[src/rtl/apu_pkg.sv]
// Shared constants for the APU voices.
//   LEN_TABLE  : length counter load values, indexed by len_idx (reg_3[7:3])
//   DUTY_TABLE : duty waveforms, bit n is the output level at sequencer step n
//   R*_*       : bit positions of the fields in the four channel registers
package apu_pkg;

  localparam logic [7:0] LEN_TABLE [0:31] = '{
    8'd10,  8'd254, 8'd20,  8'd2,  8'd40, 8'd4,  8'd80, 8'd6,
    8'd160, 8'd8,   8'd60,  8'd10, 8'd14, 8'd12, 8'd26, 8'd14,
    8'd12,  8'd16,  8'd24,  8'd18, 8'd48, 8'd20, 8'd96, 8'd22,
    8'd192, 8'd24,  8'd72,  8'd26, 8'd16, 8'd28, 8'd32, 8'd30
  };

  localparam logic [7:0] DUTY_TABLE [0:3] = '{
    8'b0000_0010,
    8'b0000_0110,
    8'b0001_1110,
    8'b1111_1001
  };

  localparam int R0_DUTY_LSB = 6;
  localparam int R0_HALT_BIT = 5;
  localparam int R0_CVOL_BIT = 4;
  localparam int R1_EN_BIT   = 7;
  localparam int R1_P_LSB    = 4;
  localparam int R1_NEG_BIT  = 3;
  localparam int R3_LEN_LSB  = 3;

endpackage

[src/rtl/apu_envelope.sv]
// Envelope generator: start flag, divider and 15..0 decay level.
// Ports: apu_clk/rst_n clock and async active-low reset; qtr_tick steps the
// envelope; start_set requests a restart (serviced on the next qtr_tick);
// vol_v is the volume/divider-period field; loop_en reloads decay after 0;
// const_vol selects vol_v directly; volume is the resulting 4-bit level.
module apu_envelope (
  input  logic       apu_clk,
  input  logic       rst_n,
  input  logic       qtr_tick,
  input  logic       start_set,
  input  logic [3:0] vol_v,
  input  logic       loop_en,
  input  logic       const_vol,
  output logic [3:0] volume
);

  logic       start_q, start_d;
  logic [3:0] decay_q, decay_d;
  logic [3:0] div_q, div_d;

  always_comb begin
    start_d = start_q;
    decay_d = decay_q;
    div_d   = div_q;
    if (qtr_tick) begin
      if (start_q) begin
        start_d = 1'b0;
        decay_d = 4'd15;
        div_d   = vol_v;
      end else if (div_q == 4'd0) begin
        div_d = vol_v;
        if (decay_q != 4'd0) decay_d = decay_q - 4'd1;
        else if (loop_en)    decay_d = 4'd15;
      end else begin
        div_d = div_q - 4'd1;
      end
    end
    // A restart arriving with a quarter tick waits for the following tick.
    if (start_set) start_d = 1'b1;
  end

  always_ff @(posedge apu_clk or negedge rst_n) begin
    if (!rst_n) begin
      start_q <= 1'b0;
      decay_q <= 4'd0;
      div_q   <= 4'd0;
    end else begin
      start_q <= start_d;
      decay_q <= decay_d;
      div_q   <= div_d;
    end
  end

  assign volume = const_vol ? vol_v : decay_q;

endmodule

[src/rtl/pulse_voice.sv]
// Square-wave voice: register file, prescaled period timer, 8-step duty
// sequencer, length counter, sweep unit and envelope.
// Ports: apu_clk/rst_n clock and async active-low reset; qtr_tick/hlf_tick
// frame strobes; wr_en one-hot reg_0..reg_3 write strobe with wr_data;
// chan_en channel enable; pulse_out registered 5-bit sample; active is
// length counter nonzero.
module pulse_voice
  import apu_pkg::*;
#(
  parameter int unsigned TIMER_DIV  = 2,
  parameter int unsigned NEG_ONES   = 0,
  parameter int unsigned SIGNED_OUT = 1
) (
  input  logic       apu_clk,
  input  logic       rst_n,
  input  logic       qtr_tick,
  input  logic       hlf_tick,
  input  logic [3:0] wr_en,
  input  logic [7:0] wr_data,
  input  logic       chan_en,
  output logic [4:0] pulse_out,
  output logic       active
);

  logic [1:0]  duty_q, duty_d;
  logic        halt_q, halt_d;
  logic        cvol_q, cvol_d;
  logic [3:0]  vol_q, vol_d;
  logic        sw_en_q, sw_en_d;
  logic [2:0]  sw_p_q, sw_p_d;
  logic        sw_neg_q, sw_neg_d;
  logic [2:0]  sw_shift_q, sw_shift_d;
  logic [10:0] period_q, period_d;
  logic [7:0]  length_q, length_d;
  logic [2:0]  step_q, step_d;
  logic [10:0] timer_q, timer_d;
  logic [3:0]  presc_q, presc_d;
  logic [2:0]  sw_div_q, sw_div_d;
  logic        sw_reload_q, sw_reload_d;
  logic [4:0]  pulse_out_q, pulse_out_d;

  logic [11:0] shifted, target;
  logic        mute, presc_tick, duty_bit;
  logic [3:0]  volume;
  logic [4:0]  vol5;

  apu_envelope u_env (
    .apu_clk   (apu_clk),
    .rst_n     (rst_n),
    .qtr_tick  (qtr_tick),
    .start_set (wr_en[3]),
    .vol_v     (vol_q),
    .loop_en   (halt_q),
    .const_vol (cvol_q),
    .volume    (volume)
  );

  assign shifted = {1'b0, period_q} >> sw_shift_q;
  // Negate mode wraps on underflow only when shift is 0, where no update happens.
  assign target  = sw_neg_q ? ({1'b0, period_q} - shifted - 12'(NEG_ONES))
                            : ({1'b0, period_q} + shifted);
  assign mute    = (period_q < 11'd8) | (!sw_neg_q & target[11]);

  assign presc_tick = (presc_q == 4'd0);
  assign duty_bit   = DUTY_TABLE[duty_q][step_q];
  assign vol5       = {1'b0, volume};

  always_comb begin
    duty_d      = duty_q;
    halt_d      = halt_q;
    cvol_d      = cvol_q;
    vol_d       = vol_q;
    sw_en_d     = sw_en_q;
    sw_p_d      = sw_p_q;
    sw_neg_d    = sw_neg_q;
    sw_shift_d  = sw_shift_q;
    period_d    = period_q;
    length_d    = length_q;
    step_d      = step_q;
    timer_d     = timer_q;
    presc_d     = presc_q;
    sw_div_d    = sw_div_q;
    sw_reload_d = sw_reload_q;
    pulse_out_d = 5'd0;

    presc_d = presc_tick ? 4'(TIMER_DIV - 1) : presc_q - 4'd1;
    if (presc_tick) begin
      if (timer_q == 11'd0) begin
        timer_d = period_q;
        step_d  = step_q + 3'd1;
      end else begin
        timer_d = timer_q - 11'd1;
      end
    end

    if (hlf_tick) begin
      if (!halt_q && length_q != 8'd0) length_d = length_q - 8'd1;
      if (sw_div_q == 3'd0 && sw_en_q && sw_shift_q != 3'd0 && !mute)
        period_d = target[10:0];
      if (sw_div_q == 3'd0 || sw_reload_q) begin
        sw_div_d    = sw_p_q;
        sw_reload_d = 1'b0;
      end else begin
        sw_div_d = sw_div_q - 3'd1;
      end
    end

    // Register writes come last so they override tick-driven updates.
    if (wr_en[0]) begin
      duty_d = wr_data[R0_DUTY_LSB +: 2];
      halt_d = wr_data[R0_HALT_BIT];
      cvol_d = wr_data[R0_CVOL_BIT];
      vol_d  = wr_data[3:0];
    end
    if (wr_en[1]) begin
      sw_en_d     = wr_data[R1_EN_BIT];
      sw_p_d      = wr_data[R1_P_LSB +: 3];
      sw_neg_d    = wr_data[R1_NEG_BIT];
      sw_shift_d  = wr_data[2:0];
      sw_reload_d = 1'b1;
    end
    if (wr_en[2]) period_d[7:0] = wr_data;
    if (wr_en[3]) begin
      period_d[10:8] = wr_data[2:0];
      step_d         = 3'd0;
      if (chan_en) length_d = LEN_TABLE[wr_data[R3_LEN_LSB +: 5]];
    end
    if (!chan_en) length_d = 8'd0;

    if (length_q != 8'd0 && !mute) begin
      if (duty_bit)              pulse_out_d = vol5;
      else if (SIGNED_OUT != 0)  pulse_out_d = 5'd0 - vol5;
    end
  end

  always_ff @(posedge apu_clk or negedge rst_n) begin
    if (!rst_n) begin
      duty_q      <= '0;
      halt_q      <= 1'b0;
      cvol_q      <= 1'b0;
      vol_q       <= '0;
      sw_en_q     <= 1'b0;
      sw_p_q      <= '0;
      sw_neg_q    <= 1'b0;
      sw_shift_q  <= '0;
      period_q    <= '0;
      length_q    <= '0;
      step_q      <= '0;
      timer_q     <= '0;
      presc_q     <= '0;
      sw_div_q    <= '0;
      sw_reload_q <= 1'b0;
      pulse_out_q <= '0;
    end else begin
      duty_q      <= duty_d;
      halt_q      <= halt_d;
      cvol_q      <= cvol_d;
      vol_q       <= vol_d;
      sw_en_q     <= sw_en_d;
      sw_p_q      <= sw_p_d;
      sw_neg_q    <= sw_neg_d;
      sw_shift_q  <= sw_shift_d;
      period_q    <= period_d;
      length_q    <= length_d;
      step_q      <= step_d;
      timer_q     <= timer_d;
      presc_q     <= presc_d;
      sw_div_q    <= sw_div_d;
      sw_reload_q <= sw_reload_d;
      pulse_out_q <= pulse_out_d;
    end
  end

  assign pulse_out = pulse_out_q;
  assign active    = (length_q != 8'd0);

endmodule
[config.mk]
export PLATFORM = sky130hd
export DESIGN_NAME = pulse_voice
export DESIGN_NICKNAME = d
export VERILOG_FILES = /design/src/rtl/apu_pkg.sv /design/src/rtl/apu_envelope.sv /design/src/rtl/pulse_voice.sv
export SDC_FILE = /design/constraint.sdc
export NUM_CORES = 1
export LEC_CHECK = 0
export CAP_MARGIN = 20
export CORE_MARGIN = 2
export CORE_UTILIZATION = 55
export CTS_CLUSTER_DIAMETER = 30
export CTS_CLUSTER_SIZE = 8
export DETAILED_ROUTE_END_ITERATION = 8
export DONT_BUFFER_PORTS = 1
export PLACE_DENSITY = 0.78
export SLEW_MARGIN = 20
export SYNTH_ARGS = -nofsm -noshare
export SYNTH_HDL_FRONTEND = slang
export SYNTH_SLANG_ARGS = --single-unit
[constraint.sdc]
create_clock -name apu_clk -period 6.4 [get_ports apu_clk]
set_clock_uncertainty 0.2 [all_clocks]
set_input_delay 0.64 -clock apu_clk [delete_from_list [all_inputs] [get_ports apu_clk]]
set_output_delay 0.64 -clock apu_clk [all_outputs]
set_load 0.02 [all_outputs]
==> results.cfg <==
[floorplanning]
die_y_um = 102
ios = 23
initial_core_util_pct = 56.8
core-area_mm2 = 0.00928
die-area_mm2 = 0.0104
rows = 35
die_w_um = 102

[synth]
yosys.area.top_type = dfrtp_1
synth.avg_cell_area_um2 = 8.72
ys_seq_elements = 71
synth_edf_count = 0
synth_flop_cell = dfrtp_1
ys_types = 66
synth_top_cell_area_share_pct = 33.7
syn-num-nets = 652
netlist_area_mm2 = 0.00528
synthArstFlopShare_pct = 100
ys_warn_count = 0
yosys-top-cells-area = dfrtp_1, ha_1, mux2_2
yosysSeqAreaShare_pct = 33.7
netlist_instances = 605

[finish]
layout-drive-gt1-share_pct = 10.4
area_delta_synth_final_pct = 6.31
nets = 636
antenna_cells = 0

[pwr]
ir_drop_mv = 0.147
sequentialPowerShare_pct = 38.9
fin_total_pwr_mw = 1.68
pwr_density_cell_mw_per_mm2 = 299
combPwrFrac_pct = 34.8
p_int_mw = 1.06
p_switching_uw = 621
switching_share_pct = 37.0
leakage_nw = 2.38
p_clk_share_pct = 26.3

[global_routing]
grt_pass1_vias = 4351
grt_antenna_before_repair = 0
grt-ovfl-total = 0
grt_pass1_wl_mm = 21.2
grtUsageTotal_pct = 25.8
grt_max_degree = 72

[detailed_routing]
drtIter0Drc = 243
wl_per_cell_um = 17.5
first_pass_iters = 4
drt_wl_total_mm = 12.7
ant_nets = 0
drc_errors = 0
via_count = 4557
avgViaCountPerCell = 6.30

[sta]
fin_crit_sh_pct = 77.8
setup_viol_count_final = 0
layout_min_cycle_time_ps = 4980
hold_viol = 0
rsz0062_at_grt = no
max_freq_ghz = 0.201
slew_headroom_pct = 38.6
slew_violations = 0
worst_pin_slew_ps = 920
setup-tns-final_ps = 0

[clock_tree]
cts_setup_buffers = 0
clock_latency_ps = 350
cts-resized-gates = 0
h-tree-depth = 3
root_buffer = clkbuf_8
cts_sinks = 71
cts_tree = built
clk_path_buf_depth = 2
numCtsBuffers = 9
path_clk_slew_ps = 80

[placement]
port_buffers = 0
post-dp-hpwl_mm = 9.05
gp_congestion = 0.885

[outcome]
status = finished, final reports clean

[worst_setup_path]
crit_path_start_kind = flip-flop
crit_required_ps = 6460
crit_arrival_ps = 5040
critical_path_class = reg -> reg
endpoint_kind = flip-flop
critPathMaxFanout = 27

[job]
maxCapViolations = 0

[min_path]
hold_path.class = in -> reg
[metal layers]
| layer | global-route usage (%) | routed length [µm] | vias to the layer above |
|---|---|---|---|
| met1 | 33.9 | 5440 | 2211 |
| met3 | 7.11 | 838 | 25 |
| met4 | 7.28 | 253 | 0 |
| met2 | 42.1 | 6120 | 149 |
| met5 | 0 | 0 | - |
| li1 | - | - | 2172 |
[cells in the mapped netlist, types with 12 or more instances]
cell type,instances
mux2_2,25
nand3_1,12
o21ai_0,43
ha_1,29
nand2_1,44
a21oi_1,46
nor3_1,14
clkbuf_1,26
mux2i_1,15
o211ai_1,14
nor2_1,68
dfrtp_1,71
a31oi_1,17
inv_1,33
[area by class of cell]
class,count,area (µm²)
Clock inverter,5,105
Clock buffer,11,141
Sequential cell,71,1780
Multi-Input combinational cell,468,3240
Inverter,34,128
Tap cell,129,161
Fill cell,830,3670
Timing Repair Buffer,5,60.1
[power by group through the flow]
stage / sequential (mW) / clock (mW) / combinational (mW)
5_1_grt: 0.663 / 0.465 / 0.661
3_5_place_dp: 0.658 / 0 / 0.566
2_1_floorplan: 0.608 / 0 / 0.493
3_3_place_gp: 0.654 / 0 / 0.542
4_1_cts: 0.650 / 0.446 / 0.581
6_report: 0.653 / 0.441 / 0.584
[worst paths after layout]
path	start	endpoint	slack (ps)	cells after the start
setup / recovery	sw_shift_q[0]	pulse_out[1]	1420	15
hold / removal	wr_en[3]	step_q[1]	150	1
setup reg to reg	sw_shift_q[0]	pulse_out[1]	1420	15
hold reg to reg	sw_en_q	sw_en_q	320	1
max in group asynchronous	rst_n	duty_q[0]	5050	2
min in group asynchronous	rst_n	timer_q[4]	650	2
[registers in the layout, summed over array words and instances (netlist names), 3 cells and up]
| signal | count |
|---|---|
| sw_div_q | 3 |
| vol_q | 4 |
| step_q | 3 |
| timer_q | 11 |
| sw_p_q | 3 |
| pulse_out | 5 |
| period_q | 11 |
| presc_q | 4 |
| u_env.div_q | 4 |
| sw_shift_q | 3 |
| u_env.decay_q | 4 |
| length_q | 8 |
[worst max-delay path, stage by stage, from the launching register on]
cell	delay [ps]
dfrtp_1	900
mux2_2	430
mux4_2	530
inv_1	90
ha_1	150
and2_1	240
a31oi_1	110
o32a_1	330
ha_1	400
nand3_1	110
a21oi_1	110
o21ai_0	80
a21oi_1	290
xor2_2	430
o211ai_2	220
a211oi_1	290
[what timing repair did]
action                     CTS  global route
hold buffers                 2             0
hold endpoints to repair    71             0
setup endpoints to repair    0             0
[cell families after synthesis]
kind of cell | share of synthesized area, %
AO/OA/AOI/OAI | 22.8
XOR/XNOR | 3.79
adder cells (fa/ha/maj) | 7.26
buffers and inverters | 5.10
flip-flops | 33.7
multiplexers | 11.0
AND/OR/NAND/NOR | 16.4
[metrics by stage]
step           cell area [µm²]  setup slack (ps)  hold slack (ps)  util, %  cells
3_3_place_gp              5330              1600              147     57.4    705
4_1_cts                   5610              1440              144     60.4    723
3_5_place_dp              5330              1440              146     57.4    705
6_report                  5610              1420              152     60.4    723
5_1_grt                   5610              1120              142     60.4    723
2_1_floorplan             5280              2220              144        -    605
[cell usage in the layout, fill, tap and decap left out, types with 3 or more instances in the layout]
| master | n |
|---|---|
| nor4_1 | 4 |
| o211ai_1 | 14 |
| bufinv_16 | 3 |
| or2_2 | 3 |
| xnor2_1 | 11 |
| or3_1 | 7 |
| o211a_1 | 3 |
| o21a_1 | 6 |
| buf_4 | 3 |
| mux2_2 | 25 |
| nand2b_1 | 6 |
| ha_1 | 29 |
| o21ai_0 | 43 |
| nor3_1 | 14 |
| nand3_1 | 12 |
| xor2_1 | 10 |
| dfrtp_1 | 71 |
| and3_1 | 4 |
| o31a_1 | 3 |
| o21bai_1 | 3 |
| o22ai_1 | 3 |
| o31ai_1 | 7 |
| a31oi_1 | 17 |
| inv_1 | 33 |
| mux4_2 | 6 |
| a21oi_1 | 46 |
| and2_1 | 6 |
| a211oi_1 | 5 |
| o311ai_1 | 8 |
| nand2_1 | 44 |
| nor2_1 | 68 |
| nor2b_1 | 6 |
| clkbuf_8 | 10 |
| a21o_1 | 5 |
| mux2i_1 | 15 |
Power figures use the tool's default switching activity.
